**src/rtl/fp32_pkg.sv**
```systemverilog
// Shared FP32 arithmetic definitions: field widths, encodings, operand struct and
// the divider state type.
package fp32_pkg;

  localparam int unsigned FP_EXP_W = 8;
  localparam int unsigned FP_MAN_W = 23;
  localparam int unsigned FP_BIAS  = 127;
  localparam int unsigned FP_QBITS = 26;

  localparam logic [31:0] FP_POS_INF = 32'h7F80_0000;
  localparam logic [31:0] FP_QNAN    = 32'h7FC0_0000;

  typedef struct packed {
    logic                sign;
    logic [FP_EXP_W-1:0] exp;
    logic [FP_MAN_W-1:0] man;
  } fp32_t;

  typedef enum logic [1:0] {
    IDLE,
    DIVIDE,
    NORM,
    DONE
  } div_state_t;

endpackage

```
**src/rtl/fp32_classify.sv**
```systemverilog
// Combinational FP32 operand classifier (flush-to-zero: any exp==0 is zero).
// Ports:
//   op       in  fp32_t  operand
//   is_zero  out 1       exponent field all zeros
//   is_inf   out 1       exponent all ones, mantissa zero
//   is_nan   out 1       exponent all ones, mantissa non-zero
module fp32_classify
  import fp32_pkg::*;
(
  input  fp32_t op,
  output logic  is_zero,
  output logic  is_inf,
  output logic  is_nan
);

  always_comb begin
    is_zero = (op.exp == '0);
    is_inf  = (op.exp == '1) && (op.man == '0);
    is_nan  = (op.exp == '1) && (op.man != '0);
  end

endmodule

```
**src/rtl/fp32_divider.sv**
```systemverilog
// Sequential FP32 divider, result = a / b. Restoring mantissa division producing one
// quotient bit per clock, one operation in flight, flush-to-zero.
// Optional feature macro: FP32_DIV_ROUND_EN enables round-to-nearest-even;
// without it the quotient is truncated.
// Ports:
//   clk        in   1   system clock, rising edge
//   rst_n      in   1   asynchronous active-low reset
//   in_valid   in   1   operands valid
//   in_ready   out  1   divider idle, can accept
//   a          in   32  dividend
//   b          in   32  divisor
//   out_valid  out  1   result valid, held until out_ready
//   out_ready  in   1   consumer accepts result
//   result     out  32  quotient
module fp32_divider
  import fp32_pkg::*;
(
  input  logic        clk,
  input  logic        rst_n,
  input  logic        in_valid,
  output logic        in_ready,
  input  logic [31:0] a,
  input  logic [31:0] b,
  output logic        out_valid,
  input  logic        out_ready,
  output logic [31:0] result
);

  localparam int unsigned EXP_W = FP_EXP_W;
  localparam int unsigned MAN_W = FP_MAN_W;
  localparam int unsigned BIAS  = FP_BIAS;
  localparam int unsigned QBITS = FP_QBITS;
  localparam int unsigned SIG_W = MAN_W + 1;
  localparam int unsigned REM_W = SIG_W + 1;
  localparam int unsigned CNT_W = 5;
  localparam int unsigned E_W   = 10;

  fp32_t op_a;
  fp32_t op_b;
  assign op_a = fp32_t'(a);
  assign op_b = fp32_t'(b);

  logic zero_a, inf_a, nan_a;
  logic zero_b, inf_b, nan_b;

  fp32_classify u_class_a (.op(op_a), .is_zero(zero_a), .is_inf(inf_a), .is_nan(nan_a));
  fp32_classify u_class_b (.op(op_b), .is_zero(zero_b), .is_inf(inf_b), .is_nan(nan_b));

  div_state_t               state;
  logic [CNT_W-1:0]         cnt;
  logic [REM_W-1:0]         rem;
  logic [QBITS-1:0]         q;
  logic [SIG_W-1:0]         divisor;
  logic signed [E_W-1:0]    e_r;
  logic                     sign_r;

  // Special-operand detection, highest priority first.
  logic        sign_c;
  logic        special_c;
  logic [31:0] special_res_c;

  always_comb begin
    sign_c        = op_a.sign ^ op_b.sign;
    special_c     = 1'b1;
    special_res_c = '0;
    if (nan_a || nan_b || (zero_a && zero_b) || (inf_a && inf_b)) begin
      special_res_c = FP_QNAN;
    end else if (zero_b || inf_a) begin
      special_res_c = {sign_c, FP_POS_INF[30:0]};
    end else if (zero_a || inf_b) begin
      special_res_c = {sign_c, 31'b0};
    end else begin
      special_c = 1'b0;
    end
  end

  // One restoring-division step; the first step uses the loaded dividend unshifted.
  logic [REM_W-1:0] rem_cur_c;
  logic [REM_W-1:0] rem_nxt_c;
  logic             qbit_c;

  always_comb begin
    rem_cur_c = (cnt == '0) ? rem : {rem[REM_W-2:0], 1'b0};
    qbit_c    = (rem_cur_c >= {1'b0, divisor});
    rem_nxt_c = qbit_c ? (rem_cur_c - {1'b0, divisor}) : rem_cur_c;
  end

  // Normalisation, optional rounding and exponent range check.
  logic [MAN_W-1:0]      man_c;
  logic [MAN_W-1:0]      man_fin_c;
  logic signed [E_W-1:0] e_norm_c;
  logic signed [E_W-1:0] e_fin_c;
  logic [31:0]           norm_res_c;

`ifdef FP32_DIV_ROUND_EN
  logic             guard_c;
  logic             sticky_c;
  logic             inc_c;
  logic [SIG_W-1:0] man_inc_c;

  always_comb begin
    if (q[QBITS-1]) begin
      man_c    = q[QBITS-2:2];
      guard_c  = q[1];
      sticky_c = q[0] | (rem != '0);
      e_norm_c = e_r;
    end else begin
      man_c    = q[QBITS-3:1];
      guard_c  = q[0];
      sticky_c = (rem != '0);
      e_norm_c = e_r - E_W'(1);
    end
    inc_c     = guard_c & (sticky_c | man_c[0]);
    man_inc_c = {1'b0, man_c} + SIG_W'(inc_c);
    // Mantissa carry-out: significand becomes 2.0, renormalise into the exponent.
    if (man_inc_c[MAN_W]) begin
      man_fin_c = '0;
      e_fin_c   = e_norm_c + E_W'(1);
    end else begin
      man_fin_c = man_inc_c[MAN_W-1:0];
      e_fin_c   = e_norm_c;
    end
  end
`else
  logic unused_trunc_c;

  always_comb begin
    if (q[QBITS-1]) begin
      man_c    = q[QBITS-2:2];
      e_norm_c = e_r;
    end else begin
      man_c    = q[QBITS-3:1];
      e_norm_c = e_r - E_W'(1);
    end
    man_fin_c = man_c;
    e_fin_c   = e_norm_c;
  end

  // Guard/sticky bits are discarded when truncating.
  assign unused_trunc_c = q[0];
`endif

  always_comb begin
    if (e_fin_c >= E_W'(255)) begin
      norm_res_c = {sign_r, FP_POS_INF[30:0]};
    end else if (e_fin_c <= 10'sd0) begin
      norm_res_c = {sign_r, 31'b0};
    end else begin
      norm_res_c = {sign_r, e_fin_c[EXP_W-1:0], man_fin_c};
    end
  end

  // Control FSM and datapath registers.
  always_ff @(posedge clk or negedge rst_n) begin
    if (!rst_n) begin
      state     <= IDLE;
      in_ready  <= 1'b1;
      out_valid <= 1'b0;
      result    <= '0;
      cnt       <= '0;
      rem       <= '0;
      q         <= '0;
      divisor   <= '0;
      e_r       <= '0;
      sign_r    <= 1'b0;
    end else begin
      case (state)
        IDLE: begin
          if (in_valid && in_ready) begin
            in_ready <= 1'b0;
            sign_r   <= sign_c;
            if (special_c) begin
              result    <= special_res_c;
              out_valid <= 1'b1;
              state     <= DONE;
            end else begin
              rem     <= {1'b0, 1'b1, op_a.man};
              divisor <= {1'b1, op_b.man};
              q       <= '0;
              cnt     <= '0;
              e_r     <= $signed({2'b00, op_a.exp}) - $signed({2'b00, op_b.exp})
                         + $signed(E_W'(BIAS));
              state   <= DIVIDE;
            end
          end
        end
        DIVIDE: begin
          rem <= rem_nxt_c;
          q   <= {q[QBITS-2:0], qbit_c};
          cnt <= cnt + CNT_W'(1);
          if (cnt == CNT_W'(QBITS - 1)) begin
            state <= NORM;
          end
        end
        NORM: begin
          result    <= norm_res_c;
          out_valid <= 1'b1;
          state     <= DONE;
        end
        DONE: begin
          if (out_ready) begin
            out_valid <= 1'b0;
            in_ready  <= 1'b1;
            state     <= IDLE;
          end
        end
        default: begin
          state <= IDLE;
        end
      endcase
    end
  end

endmodule

```
**config.mk**
```make
export PLATFORM = sky130hd
export DESIGN_NAME = fp32_divider
export DESIGN_NICKNAME = d
export VERILOG_FILES = /design/src/rtl/fp32_pkg.sv /design/src/rtl/fp32_classify.sv /design/src/rtl/fp32_divider.sv
export SDC_FILE = /design/constraint.sdc
export NUM_CORES = 1
export LEC_CHECK = 0
export CAP_MARGIN = 25
export CORE_MARGIN = 2
export CORE_UTILIZATION = 50
export DETAILED_ROUTE_END_ITERATION = 6
export HOLD_SLACK_MARGIN = 0.05
export PLACE_DENSITY_LB_ADDON = 0.05
export SLEW_MARGIN = 20
export SYNTH_ARGS = -nofsm -noshare
export SYNTH_HDL_FRONTEND = slang
export SYNTH_SLANG_ARGS = --single-unit
```
**constraint.sdc**
```tcl
create_clock -name clk -period 6.8 [get_ports clk]
set_input_delay 1.36 -clock clk [delete_from_list [all_inputs] [get_ports clk]]
set_output_delay 1.36 -clock clk [all_outputs]
set_load 0.1 [all_outputs]
```
==> impl_metrics.csv <==
group,metric,value,unit
clocking,postCtsSetupRepairBufs,0,
sta,worst_slew_pin_slew,0.989,ns
setup_path,cp_num_buf_inv,3,
sta,final_critical_path_setup_slack,1.54,ns
yosys,synth_flop_cell,"dfrtp_1",
sta,timing.final.max_slew_violations,0,
sta,max_freq,0.190,GHz
layout,num-fill-cells,1433,
setup_path,critical_path_arrival,5.57,ns
route,antenna_violating_nets_post_route,0,
setup_path,worst_path_largest_cell_delay,0.83,ns
power_and_ir_drop,vdd_ir_drop_max,175,uV
global_routing,grt-ovfl-total,0,
layout,final_common_cell,"dfrtp_1",
route,wirelength,19.5,mm
route,route.vias.total,6829,
clocking,clock_tree.htree_level_count,4,
sta,final.setup_skew,0.00451,ns
layout,antennaDiodeCount,0,
yosys,ys_ff_latch,127,
setup_path,worst_ep_required_time,7.11,ns
yosys,ys_async_sr_fraction,100,%
placed_design,placer_s_final_routability_congestion_estimate,0.898,
layout,finalNetCount,1094,
setup_path,crit_fanout,16,
global_routing,vias_in_the_first_global_route,6624,
layout,area_growth,22.5,%
global_routing,grt_pass1_wl,32.5,mm
route,detailed_route_drc_error_count,0,
sta,final.hold.worst_slack,0.469,ns
floorplan,core_region_area,15800,sq um
sta,rsz0062_at_grt,"false",
sta,maxSlewHeadroom,33.9,%
global_routing,grtUsageTotal,24.0,%
clocking,clkLatencyLatePin,0.42,ns
clocking,cts_sinks,127,
clocking,clock_tree.root_cell,"clkbuf_16",
yosys,yosysUniqueCellTypes,63,
sta,final-setup-viol-count,0,
clocking,tritoncts.num_buffers,17,
sta,finalHoldViolCount,0,
global_routing,antenna_violations_before_repair,0,
clocking,post_cts_resized,0,
setup_path,cp_top_family,"compound AO/OA/AOI/OAI gates",
clocking,cts_tree,"built",
layout,layout-drive-gt1-share,10.3,%
power_and_ir_drop,design_power_total,1.82,mW
yosys,postSynthNetCount,1002,
setup_path,timing.critical_path.from_type,"flop",
sta,fin_setup_tns,0,ns
flow_run,cap_viol_max_count,0,
global_routing,largest_net_degree_at_the_start_of_global_routing,73,
setup_path,crit_cells,13,
yosys,count_of_mapped_cells_out_of_synthesis,891,
setup_path,timing.critical_path.to_type,"flop",
clocking,cts.clk_slew.worst_paths,0.06,ns
setup_path,criticalPathCategory,"flop to flop",
worst_hold_path,holdPathStages,2,
floorplan,io-pin-count,102,
yosys,netlist_area_before_placement,8070,sq um
floorplan,die-area,17200,sq um
placed_design,dp_hpwl,14.3,mm
yosys,ys_seq_area_share,39.4,%
yosys,ys.warnings.count,0,
route,detail_route.iter0.violations,457,
placed_design,dp_slack,1.56,ns
route,vias_per_cell,5.63,
route,wire_per_inst,16.1,um
placed_design,port-buffer-count,101,
run_status,run_status,"finished clean",
setup_path,path_cells,"inv_1, ha_1, nor4b_4, buf_4, mux2_2, ha_1, inv_1, or4_1, a2111oi_0, a41o_1, o311a_1, nor3_1, a221o_1",
yosys,synth_edf_count,0,
setup_path,reg2reg_depth,13,
yosys,synth_area_per_cell,9.06,sq um
power_and_ir_drop,power_per_cell_area,184,nW/um^2
sta,min_period,5.26,ns
floorplan,fp.dieW,131,um
floorplan,floorplan.die.height,131,um
sta,finalCritPeriodShare,77.3,%
layout,most-common-layout-cells,"dfrtp_1 (126), nand2_1 (110), clkdlybuf4s50_1 (100), a21oi_1 (68), o21ai_0 (68)",
floorplan,fp-row-count,46,
floorplan,floorplan.initialDensity,51.0,%
worst_hold_path,worstHoldPathType,"flop to flop",
route,pre_repair_dr_iteration_count,5,
power_and_ir_drop,p_leak,4.30,nW
setup_path,slowest_stage,"a41o_1",
clocking,cts.path.max_buffers,2,
clocking,cts_hold_buffers,0,
[synthesized netlist by cell type (11+ instances only)]
| cell type | instances | share of area, % |
|---|---|---|
| o21ai_0 | 68 | 4.2 |
| a22o_1 | 26 | 2.8 |
| a21o_1 | 11 | 1.0 |
| inv_1 | 55 | 2.6 |
| clkbuf_1 | 24 | 1.1 |
| xor2_1 | 20 | 2.2 |
| ha_1 | 41 | 6.4 |
| xnor2_1 | 23 | 2.5 |
| a21oi_1 | 70 | 4.3 |
| o21ai_2 | 20 | 2.2 |
| dfrtp_1 | 126 | 39 |
| nor4_1 | 19 | 1.5 |
| nor2_1 | 62 | 2.9 |
| nor3_1 | 17 | 1.1 |
| nand2_1 | 110 | 5.1 |
| mux2i_1 | 39 | 4.8 |
| mux2_2 | 23 | 3.2 |
| nand4_1 | 15 | 1.2 |
[registers in the layout, summed over array words and instances, names as in the netlist]
signal     count
sign_r         1
cnt            5
state          2
rem           25
in_ready       1
q             26
result        32
out_valid      1
e_r           10
divisor       24
[final timing paths]
check	start	end	slack [ns]
setup / recovery	cnt[0]	rem[24]	1.54
hold / removal	divisor[23]	divisor[23]	0.47
setup reg to reg	cnt[0]	rem[24]	1.54
hold reg to reg	divisor[23]	divisor[23]	0.47
max in group asynchronous	rst_n	rem[20]	4.44
min in group asynchronous	rst_n	e_r[7]	0.99
[worst register-to-register path, stage by stage (launching register included)]
cell and delay [ns]:
dfrtp_1 0.44, inv_1 0.08, ha_1 0.15, nor4b_4 0.75
buf_4 0.37, mux2_2 0.39, ha_1 0.36, inv_1 0.09
or4_1 0.56, a2111oi_0 0.50, a41o_1 0.83, o311a_1 0.32
nor3_1 0.05, a221o_1 0.26
[kinds of logic (layout without fill, tap and decap cells)]
family	after synthesis	in the layout	synth area share, %
buffers and inverters	94	199	4.79
and+or+nand+nor	269	269	15.9
adders and majority gates	43	43	6.85
muxes	62	62	8.05
DFF	127	127	39.4
xor gates and xnor gates	43	43	4.67
AOI/OAI and AO/OA	253	253	20.4
[stage by stage]
step	area, sq um	cells	utilization (%)
6_report	9890	1212	62.5
3_3_place_gp	9270	1179	58.6
4_1_cts	9880	1211	62.4
2_1_floorplan	8070	891	-
5_1_grt	9890	1212	62.5
3_5_place_dp	9270	1179	58.6
[routing by layer]
layer	track usage [%]	up-vias	share of wire (%)
met5	0	-	0
met4	7.95	0	2.4
met3	4.42	30	4.3
met2	39.7	175	47
met1	32.0	3236	46
li1	-	3388	-
[power by group]
part	internal, mW	total (mW)	switching (mW)	leakage [nW]
Combinational	0.0625	0.127	0.0643	2.46
Clock	0.562	0.934	0.372	0.293
Sequential	0.758	0.759	0.00143	1.54
[final cells by class]
cell class | instances | area (sq um) | share of cell area [%]
Clock buffer | 18 | 439 | 4.44
Tap cell | 216 | 270 | 2.73
Sequential cell | 127 | 3180 | 32.2
Inverter | 55 | 206 | 2.09
Clock inverter | 14 | 168 | 1.70
Timing Repair Buffer | 112 | 1090 | 11.1
Multi-Input combinational cell | 670 | 4530 | 45.8
(Power assumes the default switching activity.)
==> edit 1: new RTL, same flow settings <==
Encoding of `div_state_t`: now one-hot (4 bits for 4 states).
--- a/src/rtl/fp32_pkg.sv
+++ b/src/rtl/fp32_pkg.sv
@@ -17,9 +17,9 @@
   } fp32_t;
 
-  typedef enum logic [1:0] {
-    IDLE,
-    DIVIDE,
-    NORM,
-    DONE
+  typedef enum logic [3:0] {
+    IDLE   = 4'b0001,
+    DIVIDE = 4'b0010,
+    NORM   = 4'b0100,
+    DONE   = 4'b1000
   } div_state_t;
 
Check against the original RTL: same outputs for any inputs over 4 cycles, from zero or initial values and one cycle with rst_n low; so few cycles prove little.
==> edit 1 against the unedited design <==
  * Routed wire length is 0.59% lower
  * Critical path depth increased by 3
  * Synthesized area increased by 0.95%
  * Worst setup slack better by 530 ps
  * Power is 4.1% lower
  * Clock power is 7.8% lower
  * Design area decreased by 0.10%
  * Sequential cell count increased by 2
  * Worst hold slack worse by 7.3 ps
  * Sequential share of layout area grew 0.55 points
==> edit 1: results (changes against the unedited design) <==
- Status: finished, final reports clean
- Met3 usage: 4.128% (-0.30 points)
- First-pass GRT wire length: 32710 um (+0.55%)
- Metal-1 WL: 8814 um (-2.6%)
- Yosys cell types: 65 (+3.2%)
- Grt met1 use: 30.51% (-1.5 points)
- Top sig layer: met4
- Fillers: 1456 (+1.6%)
- Area after DPL: 9324 um2 (+0.59%)
- Largest net degree at the start of global routing: 71 (-2.7%)
- Wire per inst: 15.52 um (-3.5%)
- Max VDD drop: 170.1 uV (-2.9%)
- Final #Nets: 1128 (+3.1%)
- Largest stage delay on the critical path: 530 ps (-300 ps)
- Top cells by count, synth: nand2_1, dfrtp_1, o21ai_0
- Placed instance count: 1218 (+3.3%)
- PortBufs: 101 (unchanged)
- CP max-delay cell: o21ai_2
- Syn_nets: 1043 (+4.1%)
- Synth area leaders: dfrtp_1, nand2_1, ha_1
- Post-CTS Setup Inserts: 0 (unchanged)
- Seq/Total Area, Yosys: 39.65% (+0.26 points)
- Post-DP HPWL: 14080 um (-1.8%)
- Hold Path Depth: 2 (unchanged)
- Vias per cell: 5.608 (-0.48%)
- GR Util met2: 38.71% (-1.0 points)
- Crit path DAT: 5020 ps (-550 ps)
- Hold slack: 462.0 ps (-7.347 ps)
- Post-synthesis compound-gate area fraction: 20.06% (-0.34 points)
- Initial antenna violation count: 0 (unchanged)
- Clk Latency, worst-skew pair: 420 ps (about the same)
- CP max FO: 30 (+14)
- Synth async-reset ratio: 100.0% (unchanged)
- CTS clk-pin slew, worst paths: 60 ps (about the same)
- Synth Area in XOR/XNOR: 4.407% (-0.26 points)
- GRT Total Usage: 23.15% (-0.88 points)
- Starting DRT DRC Count: 329 (-28%)
- Clock skew: 5.337 ps (+0.8294 ps)
- Reg2reg end: rem[11]
- Measured slew at the worst slew-check pin: 987.7 ps (-0.8938 ps)
- Fraction of layout cells with a size suffix above 1: 9.777% (-0.56 points)
- Gpl congestion: 0.8841 (-1.5%)
- Number of global-route vias before repair: 6634 (+0.15%)
- Adder and majority cell fraction of the synthesized area: 6.173% (-0.68 points)
- Mux share of post-synthesis cell area: 6.880% (-1.2 points)
- P_leak: 4.387 nW (+2.1%)
- Met3 WL post-DR: 798 um (-5.7%)
- Worst R2R Path Depth: 16 (+3)
- Routed wl met2: 9419 um (+3.1%)
- Via Count: 7004 (+2.6%)
- Placement Setup Slack: 2131 ps (+568.9 ps)
- Fin crit period: 4723 ps (-533.5 ps)
- Endpoint, Worst Hold: divisor[23]
- Mapped Cells: 936 (+5.1%)
-- edit 1: logic make-up (layout without fill, tap and decap cells) --
kind of cell	Yosys count	after routing
xor gates and xnor gates	41	41
muxes	53	53
buffers and inverters	90	187
and+or+nand+nor	320	320
AOI/OAI and AO/OA	264	264
DFF	129	129
adders and majority gates	39	39
-- edit 1: power breakdown --
group	total, mW	internal (mW)	switching (mW)
clock	0.861	0.511	0.350
combinational	0.117	0.0584	0.0586
sequential	0.768	0.768	0
total	1.75	1.34	0.409
-- edit 1: cell type report --
type / count / area (um2) / area share, %
tap: 216 / 270.3 / 2.736
sequential: 129 / 3231 / 32.71
clock inverter: 12 / 110.1 / 1.115
clock buffer: 19 / 442.9 / 4.484
multi-input combinational: 717 / 4567 / 46.24
timing repair buffer: 112 / 1091 / 11.05
inverter: 44 / 165.2 / 1.672
-- edit 1: worst min-delay path, cell delays in order (launching register included) --
cell	delay (ps)
dfrtp_1	320
inv_1	60
nand2_1	50
==> edit 2: new RTL, same settings <==
Made on the original files. Add a define of `FP32_DIV_ROUND_EN`.
--- a/src/rtl/fp32_divider.sv
+++ b/src/rtl/fp32_divider.sv
@@ -13,4 +13,6 @@
 //   out_ready  in   1   consumer accepts result
 //   result     out  32  quotient
+`define FP32_DIV_ROUND_EN
+
 module fp32_divider
   import fp32_pkg::*;
Function: same outputs for any inputs over 4 cycles, from zero or initial values and one cycle with rst_n low; that may be too few to reach the edited logic, so the function may still have changed.
==> edit 2 against the unedited design <==
  * Design area rose by 18%
  * Synthesized cell count up 32%
  * Cell count increased by 25%
  * Worst setup slack better by 540 ps
  * Synthesized area rose by 22%
  * Fmax is 12% higher
  * Sequential cell count unchanged
  * Utilization is 2.4 points lower
  * Via count grew 28%
  * Routed wire length rose by 31%
Power is not compared: it rests on default switching activity, and its combinational part moved more than twofold at a synthesized area within 25%.
==> edit 2: results (changes against the unedited design) <==
- Status: finished, final reports clean
- Met3 usage: 4.470% (+0.046 points)
- Critical path's top delay family: compound AO/OA/AOI/OAI gates
- Crit path DAT: 5040 ps (-530 ps)
- Via Count: 8736 (+28%)
- Seq/Total Area, Yosys: 32.33% (-7.1 points)
- Final #Nets: 1352 (+24%)
- Met3 WL post-DR: 1050 um (+24%)
- Syn_nets: 1292 (+29%)
- Starting DRT DRC Count: 464 (+1.5%)
- Placed instance count: 1483 (+26%)
- Adder and majority cell fraction of the synthesized area: 5.878% (-0.97 points)
- GR Util met2: 40.65% (+0.94 points)
- Mux share of post-synthesis cell area: 7.303% (-0.74 points)
- Hold Path Origin: result[1]
- Clock skew: 11.62 ps (+7.116 ps)
- Max VDD drop: 304.6 uV
- Grt met1 use: 35.71% (+3.7 points)
- CP max-delay cell: o21a_1
- Post-DP HPWL: 19080 um (+33%)
- Number of global-route vias before repair: 8202 (+24%)
- Synth area leaders: dfrtp_1, nand2_1, o21ai_0
- Measured slew at the worst slew-check pin: 991.2 ps (+2.561 ps)
- Post-synthesis compound-gate area fraction: 18.83% (-1.6 points)
- GRT Total Usage: 25.73% (+1.7 points)
- CP max FO: 25 (+9)
- Slew Limit Fails: 0 (unchanged)
- Routed wl met2: 11390 um (+25%)
- Gpl congestion: 0.9070 (+1.0%)
- Syn Area/Cell: 8.341 um2 (-7.9%)
- CTS max path bufs: 2 (unchanged)
- Largest stage delay on the critical path: 650 ps (-180 ps)
- Synth Area in XOR/XNOR: 6.997% (+2.3 points)
- First-pass GRT wire length: 42420 um (+30%)
- CTS clk-pin slew, worst paths: around 50 ps
- Top cells by count, synth: nand2_1, dfrtp_1, o21ai_0
- Vias per cell: 5.759 (+2.2%)
- Fraction of layout cells with a size suffix above 1: 8.946% (-1.4 points)
- Yosys cell types: 82 (+30%)
- Wire per inst: 16.79 um (+4.3%)
- Largest net degree at the start of global routing: 59 (-19%)
[edit 2: kinds of logic (layout without fill, tap and decap cells)]
kind of cell               after synthesis  count (layout)
and+or+nand+nor                        453             453
DFF                                    127             127
muxes                                   68              68
AOI/OAI and AO/OA                      285             285
buffers and inverters                  125             198
adders and majority gates               45              45
xor gates and xnor gates                76              76
[edit 2: power groups by stage]
stage / logic [mW] / clock network, mW / registers [mW]
2_1_floorplan: 2.64 / 0 / 1.49
3_3_place_gp: 3.65 / 0 / 1.28
3_5_place_dp: 3.68 / 0 / 1.28
4_1_cts: 3.70 / 1.03 / 1.27
5_1_grt: 4.09 / 1.06 / 1.32
6_report: 3.72 / 1.01 / 1.28
[edit 2: tightest hold or removal path, cell delays in order, from the launching register on]
cell and delay, ps:
dfrtp_1 330, nand2_1 50, o21ai_0 60
[edit 2: final timing paths]
path	endpoint	slack (ps)	depth (start not counted)
worst max-delay path	rem[1]	2090	14
worst min register to register	result[1]	470	2
worst min-delay path	result[1]	470	2
max in group asynchronous	q[25]	4730	2
min in group asynchronous	result[25]	960	1
worst max register to register	rem[1]	2090	14
[edit 2: final cells by class]
type / instances / area (um2)
clock buffer: 21 / 470.5
clock inverter: 11 / 185.2
fill: 1820 / 7752
inverter: 55 / 206.4
multi-input combinational: 927 / 6171
sequential: 127 / 3181
tap: 265 / 331.6
timing repair buffer: 111 / 1101
[edit 2: stage by stage]
stage | setup WS [ps] | instance area [um2]
after floorplan | 2285 | 9834
after global placement | 2144 | 10960
after detailed placement | 2086 | 10960
after CTS | 2153 | 11610
after global routing | 1781 | 11650
final | 2087 | 11650
